`config.mk`:
```
export PLATFORM = sky130hd
export DESIGN_NAME = inst_display_scanner
export DESIGN_NICKNAME = d
export VERILOG_FILES = /design/src/rtl/cryptoatm_disp_pkg.sv /design/src/rtl/inst_display_scanner_letter_to_seg.sv /design/src/rtl/inst_display_scanner.sv
export SDC_FILE = /design/constraint.sdc
export NUM_CORES = 1
export LEC_CHECK = 0
export CAP_MARGIN = 25
export CORE_MARGIN = 1.5
export CORE_UTILIZATION = 30
export DETAILED_ROUTE_END_ITERATION = 8
export DONT_BUFFER_PORTS = 1
export PLACE_DENSITY = 0.52
export REMOVE_ABC_BUFFERS = 1
export SYNTH_ARGS = -nofsm -noshare
export SYNTH_HDL_FRONTEND = slang
export SYNTH_SLANG_ARGS = --single-unit
```
`constraint.sdc`:
```
create_clock -name clock -period 4.2 [get_ports clock]
set_input_delay 0.84 -clock clock [delete_from_list [all_inputs] [get_ports clock]]
set_output_delay 0.84 -clock clock [all_outputs]
set_load 0.01 [all_outputs]
```
`src/rtl/cryptoatm_disp_pkg.sv`:
```
// Shared widths, letter codes and the 7-segment glyph table for the instruction display.
// Glyphs are active-low {g,f,e,d,c,b,a}.
package cryptoatm_disp_pkg;

  localparam int CHAR_W   = 5;
  localparam int N_DIGITS = 8;
  localparam int WORD_W   = CHAR_W * N_DIGITS;

  typedef enum logic [CHAR_W-1:0] {
    CH_BLANK, CH_A, CH_B, CH_C, CH_D, CH_E, CH_F, CH_G, CH_H, CH_I,
    CH_J, CH_K, CH_L, CH_M, CH_N, CH_O, CH_P, CH_Q, CH_R, CH_S,
    CH_T, CH_U, CH_V, CH_W, CH_X, CH_Y, CH_Z, CH_DASH
  } letter_t;

  localparam logic [6:0] SEG_BLANK = 7'h7F;
  localparam logic [6:0] SEG_DASH  = 7'h3F;

  function automatic logic [6:0] seg_lookup(input logic [CHAR_W-1:0] code);
    logic [6:0] pat;
    case (code)
      5'd1:    pat = 7'h08; // A
      5'd2:    pat = 7'h03; // b
      5'd3:    pat = 7'h46; // C
      5'd4:    pat = 7'h21; // d
      5'd5:    pat = 7'h06; // E
      5'd6:    pat = 7'h0E; // F
      5'd7:    pat = 7'h42; // G
      5'd8:    pat = 7'h09; // H
      5'd9:    pat = 7'h79; // I
      5'd10:   pat = 7'h61; // J
      5'd11:   pat = 7'h0A; // K (approximation)
      5'd12:   pat = 7'h47; // L
      5'd13:   pat = 7'h6A; // M (approximation)
      5'd14:   pat = 7'h2B; // n
      5'd15:   pat = 7'h40; // O
      5'd16:   pat = 7'h0C; // P
      5'd17:   pat = 7'h18; // q
      5'd18:   pat = 7'h2F; // r
      5'd19:   pat = 7'h12; // S
      5'd20:   pat = 7'h07; // t
      5'd21:   pat = 7'h41; // U
      5'd22:   pat = 7'h63; // v (approximation)
      5'd23:   pat = 7'h55; // W (approximation)
      5'd24:   pat = 7'h09; // X shares H
      5'd25:   pat = 7'h11; // y
      5'd26:   pat = 7'h24; // Z
      5'd27:   pat = SEG_DASH;
      default: pat = SEG_BLANK;
    endcase
    return pat;
  endfunction

endpackage

```
`src/rtl/inst_display_scanner_letter_to_seg.sv`:
```
// Combinational letter-code to active-low segment pattern decoder.
module letter_to_seg
  import cryptoatm_disp_pkg::*;
(
  input  logic [CHAR_W-1:0] code,
  output logic [6:0]        seg
);

  always_comb seg = seg_lookup(code);

endmodule

```
`src/rtl/inst_display_scanner.sv`:
```
// Time-multiplexed 8-digit display scanner with tear-free capture of the instruction word.
// Optional whole-display flashing is built only when INST_DISP_BLINK_EN is defined.
module inst_display_scanner
  import cryptoatm_disp_pkg::*;
#(
  parameter int unsigned REFRESH_DIV = 100000,
  parameter int unsigned BLINK_DIV   = 250
) (
  input  logic                clock,
  input  logic                rst,
  input  logic [WORD_W-1:0]   instruction,
  input  logic                enable,
  input  logic                blink,
  output logic [N_DIGITS-1:0] an,
  output logic [6:0]          seg
);

  localparam int unsigned CNT_W = (REFRESH_DIV > 1) ? $clog2(REFRESH_DIV) : 1;
  localparam int unsigned IDX_W = $clog2(N_DIGITS);

  logic [CNT_W-1:0]    cnt;
  logic [IDX_W-1:0]    idx;
  logic [IDX_W-1:0]    idx_next;
  logic [WORD_W-1:0]   shadow;
  logic                tick;
  logic [CHAR_W-1:0]   cur_code;
  logic [6:0]          cur_seg;
  logic [N_DIGITS-1:0] scan_an;
  logic                an_dark;

  // Digit 0 reads the live word on the wrap tick, the same value shadow captures then.
  always_comb begin
    tick     = enable && (cnt == CNT_W'(REFRESH_DIV - 1));
    idx_next = idx + 1'b1;
    cur_code = (idx == IDX_W'(N_DIGITS - 1)) ? instruction[CHAR_W-1:0]
                                             : shadow[idx_next*CHAR_W +: CHAR_W];
    scan_an  = ~(N_DIGITS'(1) << idx_next);
  end

  letter_to_seg u_dec (
    .code (cur_code),
    .seg  (cur_seg)
  );

`ifdef INST_DISP_BLINK_EN
  localparam int unsigned BC_W = $clog2(BLINK_DIV + 1);

  logic [BC_W-1:0] bcnt;
  logic            phase_on;

  always_ff @(posedge clock) begin
    if (!rst || !blink) begin
      bcnt     <= '0;
      phase_on <= 1'b1;
    end else if (tick) begin
      if (bcnt == BC_W'(BLINK_DIV - 1)) begin
        bcnt     <= '0;
        phase_on <= ~phase_on;
      end else begin
        bcnt <= bcnt + 1'b1;
      end
    end
  end

  always_comb an_dark = blink && !phase_on;
`else
  logic unused_blink;

  always_comb begin
    unused_blink = blink;
    an_dark      = 1'b0;
  end
`endif

  always_ff @(posedge clock) begin
    if (!rst) begin
      cnt    <= '0;
      idx    <= '0;
      shadow <= '0;
      an     <= '1;
      seg    <= SEG_BLANK;
    end else if (!enable) begin
      an  <= '1;
      seg <= SEG_BLANK;
    end else begin
      cnt <= tick ? '0 : cnt + 1'b1;
      if (tick) begin
        idx <= idx_next;
        an  <= an_dark ? '1 : scan_an;
        seg <= cur_seg;
        if (idx == IDX_W'(N_DIGITS - 1))
          shadow <= instruction;
      end
    end
  end

endmodule

```
==> metrics.md, run 1 <==
| Metric | Value |
|---|---|
| Hold slack final | `446 ps` |
| CP peak stage delay | `540 ps` |
| Sequential cell area | `1500 µm²` |
| Rows | `42` |
| Residual DRC | `0` |
| WHS Endpoint | `shadow[4]` |
| Htree depth | `3` |
| Worst-Margin Slew | `580 ps` |
| Seq cells post-synth | `75` |
| Final setup violation count | `0` |
| Seq/Total Area, Yosys | `0.372` |
| Core Region | `13200 µm²` |
| Post-Route WL | `9.24 mm` |
| Mapped Area | `4030 µm²` |
| Grt ovf | `0` |
| Syn avg cell area | `8.60 µm²` |
| Final setup TNS | `0 ps` |
| Clock Pin Slew Worst Setup and Hold Paths | `60 ps` |
| Asr flop ratio synth | `0` |
| CP cell instances | `buf_4 > ha_1 > ha_1 > buf_4 > mux4_2 > mux2i_1 > o21a_1 > ha_1 > inv_1 > or4_1 > o211ai_1 > a221oi_2 > a21oi_1` |
| WP data required | `4470 ps` |
| WS Path Type | `reg2reg` |
| Placer Congestion | `0.809` |
| CTS tree | `built` |
| Initial Util | `0.306` |
| Crit share post-route | `0.820` |
| Detailed Place HPWL | `6.57 mm` |
| Die area | `14100 µm²` |
| R2r startpoint | `idx[0]` |
| Max Fanout on Critical Path | `18` |
| Die H | `119 µm` |
| Die W | `119 µm` |
| TritonRoute pass-1 iters | `4` |
| Post-CTS Setup Repair Bufs | `0` |
| Max clock buf depth | `2` |
| Num CTS Buffers | `9` |
| Vias/cell | `4.89` |
| Root Driver | `clkbuf_16` |
| Cell variety after synth | `71` |
| Post-synth EDFFs | `0` |
| Via count | `3125` |
| Setup crit end kind | `register` |
| CTS Hold Buffers Added | `0` |
| Setup slack, reg-to-reg | `760 ps` |
| Share of layout cells above drive strength 1 | `0.102` |
| Slowest-stage cell, CP | `or4_1` |
| Design Power | `1.50 mW` |
| Initial antenna violation count | `0` |
| Hold path cells | `2` |
| F_max | `0.291 GHz` |
| GRT Overall Usage | `0.137` |
| Worst hold start | `shadow[4]` |
| Worst setup SP type | `register` |
| Outcome | `finished, final reports clean` |
| Pleak | `1.52 nW` |
| CTS sink cnt | `75` |
| Drt wl/cell | `14.5 µm` |
| R2r endpoint | `seg[3]` |
| Layout fillers | `1356` |
| Ant. Diodes | `0` |
| Min cycle time layout | `3440 ps` |
| Post-synth top flop | `dfxtp_1` |
| Reg2Reg Depth | `13` |
| DRT iter0 DRCs | `123` |
| Area of the multi-input gates | `2350 µm²` |
| First-pass GRT wire length | `15.5 mm` |
| Largest net degree at the start of global routing | `50` |
| Clock Latency Late Sink | `340 ps` |
| # IOs | `59` |
| Port bufs | `0` |
| Antenna viol nets, final | `0` |
| Slew Viols, Final | `0` |
| Hold crit path type | `reg2reg` |
| Endpoints failing hold | `0` |
| PD cells | `336 nW/µm²` |
| Fin nets | `518` |
| Synthesized instance count | `469` |
| Worst Skew | `9.64 ps` |
| CP Data Arrival Time | `3710 ps` |
| Resized cells post-CTS | `0` |
| Synth warn | `0` |
| Final cell utilization of the core | `0.339` |
| RSZ-0062 raised after global routing | `no` |
| Headroom to the max-slew limit | `0.611` |
| Maximum Capacitance Violations | `0` |
| Syn-to-layout area delta | `10.8%` |
| Peak VDD IR | `263 µV` |
| Vias in the first global route | `2997` |
| CP dominant cell by count | `ha_1` |
==> cell usage after synthesis (all sizes together) (4+ instances only) <==
| master | instances | area share |
|---|---|---|
| nor3 | 4 | 0.0050 |
| inv | 10 | 0.0093 |
| nand3 | 15 | 0.019 |
| a21boi | 44 | 0.083 |
| mux2 | 4 | 0.012 |
| and2 | 5 | 0.0081 |
| nor2 | 28 | 0.028 |
| xor2 | 10 | 0.022 |
| mux2i | 11 | 0.030 |
| ha | 15 | 0.047 |
| dfxtp | 75 | 0.37 |
| nand4 | 4 | 0.0062 |
| xnor2 | 4 | 0.0087 |
| or3 | 5 | 0.0078 |
| mux4 | 6 | 0.035 |
| and3 | 6 | 0.011 |
| a21oi | 10 | 0.012 |
| o21ai | 18 | 0.023 |
| o211ai | 6 | 0.011 |
| clkbuf | 16 | 0.015 |
| nand2 | 111 | 0.10 |
| buf | 13 | 0.020 |
==> flip-flops by register name, summed over array words and instances (netlist names) <==
register and cells:
seg 7, idx 3, cnt 17, shadow 40, an 8
==> layout make-up <==
type,instances,area share
clock buffer,11,0.0543
clock inverter,4,0.0115
inverter,10,0.00840
multi-input combinational,355,0.527
sequential,75,0.336
tap,176,0.0493
timing repair buffer,8,0.0134
==> metal layers <==
metal | vias to the layer above | routed length (µm) | track usage
met5 | - | 0 | 0
met4 | 0 | 116 | 0.0587
met3 | 9 | 466 | 0.0402
met2 | 56 | 4120 | 0.205
met1 | 1440 | 4540 | 0.184
li1 | 1620 | - | -
==> cell families after synthesis <==
family / count (synthesis) / synth area share
mux: 21 / 0.0779
buf+inv: 39 / 0.0438
fa+ha+maj: 15 / 0.0466
simple gates: 198 / 0.230
flops: 75 / 0.372
compound gates: 107 / 0.199
xor+xnor: 14 / 0.0304
==> power breakdown <==
| part | switching [mW] | internal, mW |
|---|---|---|
| combinational | 0.00654 | 0.00824 |
| clock | 0.297 | 0.473 |
| sequential | 0.00159 | 0.713 |
==> through the flow <==
stage | instance area (µm²) | worst slack, ps | instances
after floorplan | 3890 | 517 | 440
after global placement | 4170 | 818 | 624
after detailed placement | 4170 | 765 | 624
after CTS | 4470 | 737 | 639
after global routing | 4470 | 491 | 639
final | 4470 | 758 | 639
==> worst max-delay path, delay by kind of cell (launching register included) <==
kind	cells	cell delay (ps)
fa+ha+maj	3	820
compound gates	4	620
buf+inv	3	560
simple gates	1	540
mux	2	520
flops	1	310
==> worst max path at each step <==
stage,slack (ps),end,startpoint,cells after the start
finish,760,seg[3],idx[0],13
global route,490,seg[3],idx[0],13
CTS,740,seg[3],idx[0],13
detailed placement,760,seg[3],idx[0],13
global placement,820,seg[3],idx[0],13
floorplan,520,seg[3],idx[0],11
==> cells in the final DEF, fill, tap and decap left out, types with 3 or more instances in the layout <==
master,netlist,routed
nor3b_1,3,3
mux4_2,4,4
ha_1,15,15
buf_4,1,8
nor3_1,4,4
inv_1,10,10
a21boi_0,38,38
mux2_2,3,3
nand3_1,15,15
and2_1,3,4
dfxtp_1,75,75
or3_1,5,5
a31oi_1,3,3
and4_1,3,3
a21boi_1,5,5
and3_1,4,4
a21oi_1,10,10
xnor2_1,4,4
o211ai_1,6,6
nor2_1,27,27
o21ai_0,14,14
clkbuf_16,0,9
xor2_1,10,10
o21ai_1,3,3
mux2i_1,10,10
nand2_1,111,111
nand4_1,4,4
Note: power is estimated with default switching activity, not from simulation.
==> inputs of run 2 (changes only) <==
- clock period: 4.2 -> 3.46 ns (I/O delays scaled with it)
==> metrics.md, run 2 (same netlist as run 1, synthesis figures left out) <==
| Metric | Value |
|---|---|
| Dpl cells | `626` |
| Design area | `4490 µm²` |
| Drt wl/cell | `14.2 µm` |
| Post-Route WL | `9.13 mm` |
| Design Power | `1.82 mW` |
| Rows | `42` |
| Port bufs | `0` |
| Vias in the first global route | `2990` |
| Max clock buf depth | `2` |
| Largest net degree at the start of global routing | `50` |
| WS Path Type | `reg2reg` |
| Finished Layout Cells | `642` |
| Root Driver | `clkbuf_16` |
| Fin nets | `520` |
| Worst-Margin Slew | `602 ps` |
| Post-DP Area | `4190 µm²` |
| Hold path cells | `2` |
| PD cells | `406 nW/µm²` |
| Final setup violation count | `0` |
| Residual DRC | `0` |
| RSZ-0062 raised after global routing | `no` |
| Highest-count cells in the layout ignoring fill and taps | `111 x nand2_1, 75 x dfxtp_1, 38 x a21boi_0` |
| Num CTS Buffers | `9` |
| Ant. Diodes | `0` |
| Syn-to-layout area delta | `11.3%` |
| CTS Hold Buffers Added | `0` |
| Setup slack, reg-to-reg | `260 ps` |
| Vias/cell | `4.88` |
| Antenna viol nets, final | `0` |
| Initial Util | `0.306` |
| F_max | `0.312 GHz` |
| Max reg flops | `40` |
| Clock Pin Slew Worst Setup and Hold Paths | `60 ps` |
| Worst setup SP type | `register` |
| WHS Endpoint | `shadow[4]` |
| Headroom to the max-slew limit | `0.596` |
| R2r startpoint | `idx[0]` |
| R2r endpoint | `seg[3]` |
| Largest Register | `shadow` |
| Hold crit path type | `reg2reg` |
| Maximum Capacitance Violations | `0` |
| Endpoints failing hold | `0` |
| Die area | `14100 µm²` |
| Outcome | `finished, final reports clean` |
| Clock Latency Late Sink | `330 ps` |
| GRT Overall Usage | `0.135` |
| Worst Skew | `7.10 ps` |
| Min cycle time layout | `3200 ps` |
| Post-CTS Setup Repair Bufs | `0` |
| Core Region | `13200 µm²` |
| Worst hold start | `shadow[4]` |
| Share of layout cells above drive strength 1 | `0.107` |
| Initial antenna violation count | `0` |
| # IOs | `59` |
| Die H | `119 µm` |
| CTS sink cnt | `75` |
| DRT iter0 DRCs | `130` |
| Htree depth | `3` |
| Detailed Place HPWL | `6.45 mm` |
| Pleak | `1.53 nW` |
| First-pass GRT wire length | `15.4 mm` |
| Die W | `119 µm` |
| Largest registers | `shadow (40), cnt (17), an (8)` |
| Reg2Reg Depth | `11` |
| Max Fanout on Critical Path | `6` |
| CP Data Arrival Time | `3470 ps` |
| WP data required | `3730 ps` |
| Crit share post-route | `0.926` |
| Layout fillers | `1374` |
| Peak VDD IR | `253 µV` |
| CTS tree | `built` |
| TritonRoute pass-1 iters | `4` |
| Grt ovf | `0` |
| Slew Viols, Final | `0` |
| Setup crit end kind | `register` |
| Commonest non-fill, non-tap cell in the layout | `nand2_1` |
| Placer Congestion | `0.828` |
| Via count | `3130` |
-- run 2: cell count changes in the layout (fill, tap and decap cells not counted), sizes merged --
| cell | before | now |
|---|---|---|
| buf | 8 | 10 |
| clkbuf | 11 | 10 |
| clkinv | 2 | 3 |
| inv | 10 | 11 |
-- run 2: power breakdown --
group	total (mW)	switching [mW]	leakage, nW	internal (mW)
sequential	0.867	0.00183	0.605	0.865
combinational	0.0178	0.00781	0.787	0.00998
clock	0.936	0.376	0.143	0.560
-- run 2: worst max path at each step --
stage          startpoint  endpoint  slack (ps)  depth (start not counted)
6_report           idx[0]    seg[3]         260                         11
5_1_grt            idx[0]    seg[3]          40                         11
4_1_cts            idx[0]    seg[3]         190                         12
3_5_place_dp       idx[0]    seg[3]         220                         12
3_3_place_gp       idx[0]    seg[3]         300                         12
2_1_floorplan      idx[0]    seg[3]        -220                         11
-- run 2: cell type report --
class,count,area [µm²],share of cell area
inverters,10,37.5,0.00837
well taps,176,220,0.0491
repair buffers,10,78.8,0.0176
clock buffers,10,229,0.0510
flip-flops and latches,75,1500,0.335
multi-input cells,355,2350,0.525
clock inverters,6,65.1,0.0145
-- run 2: repair_timing --
| action | CTS | global route |
|---|---|---|
| endpoints found under the hold margin | 0 | 0 |
| endpoints found under the setup margin | 0 | 1 |
| resized for setup | 0 | 1 |
-- run 2: per-stage QoR --
stage	setup slack [ps]	utilization	setup TNS, ps	hold WS, ps
final	257	0.340	0	446
after global placement	298	0.317	0	436
after floorplan	-223	-	-395	426
after CTS	194	0.340	0	454
after detailed placement	222	0.317	0	446
after global routing	44.2	0.340	0	470
-- run 2: worst max-delay path, cell delays in order, from the launching register on --
cell and delay (ps):
dfxtp_1 380, inv_1 80, ha_1 360, mux4_2 510, mux2_4 290, mux2i_4 250, ha_1 260, inv_1 100
or4_1 540, o211ai_1 140, a221oi_2 80, a21oi_1 150
-- run 2: routing by layer --
| metal | vias to the layer above | GRT usage | part of all wire |
|---|---|---|---|
| met5 | - | 0 | 0 |
| met4 | 0 | 0.0459 | 0.011 |
| met3 | 9 | 0.0407 | 0.050 |
| met2 | 53 | 0.206 | 0.45 |
| met1 | 1442 | 0.182 | 0.49 |
| li1 | 1626 | - | - |
==> inputs of run 3 (changes only) <==
- CAP_MARGIN: 25 -> default
==> results of run 3 <==
The final DEF is identical to that of run 2; final timing and power are the same.
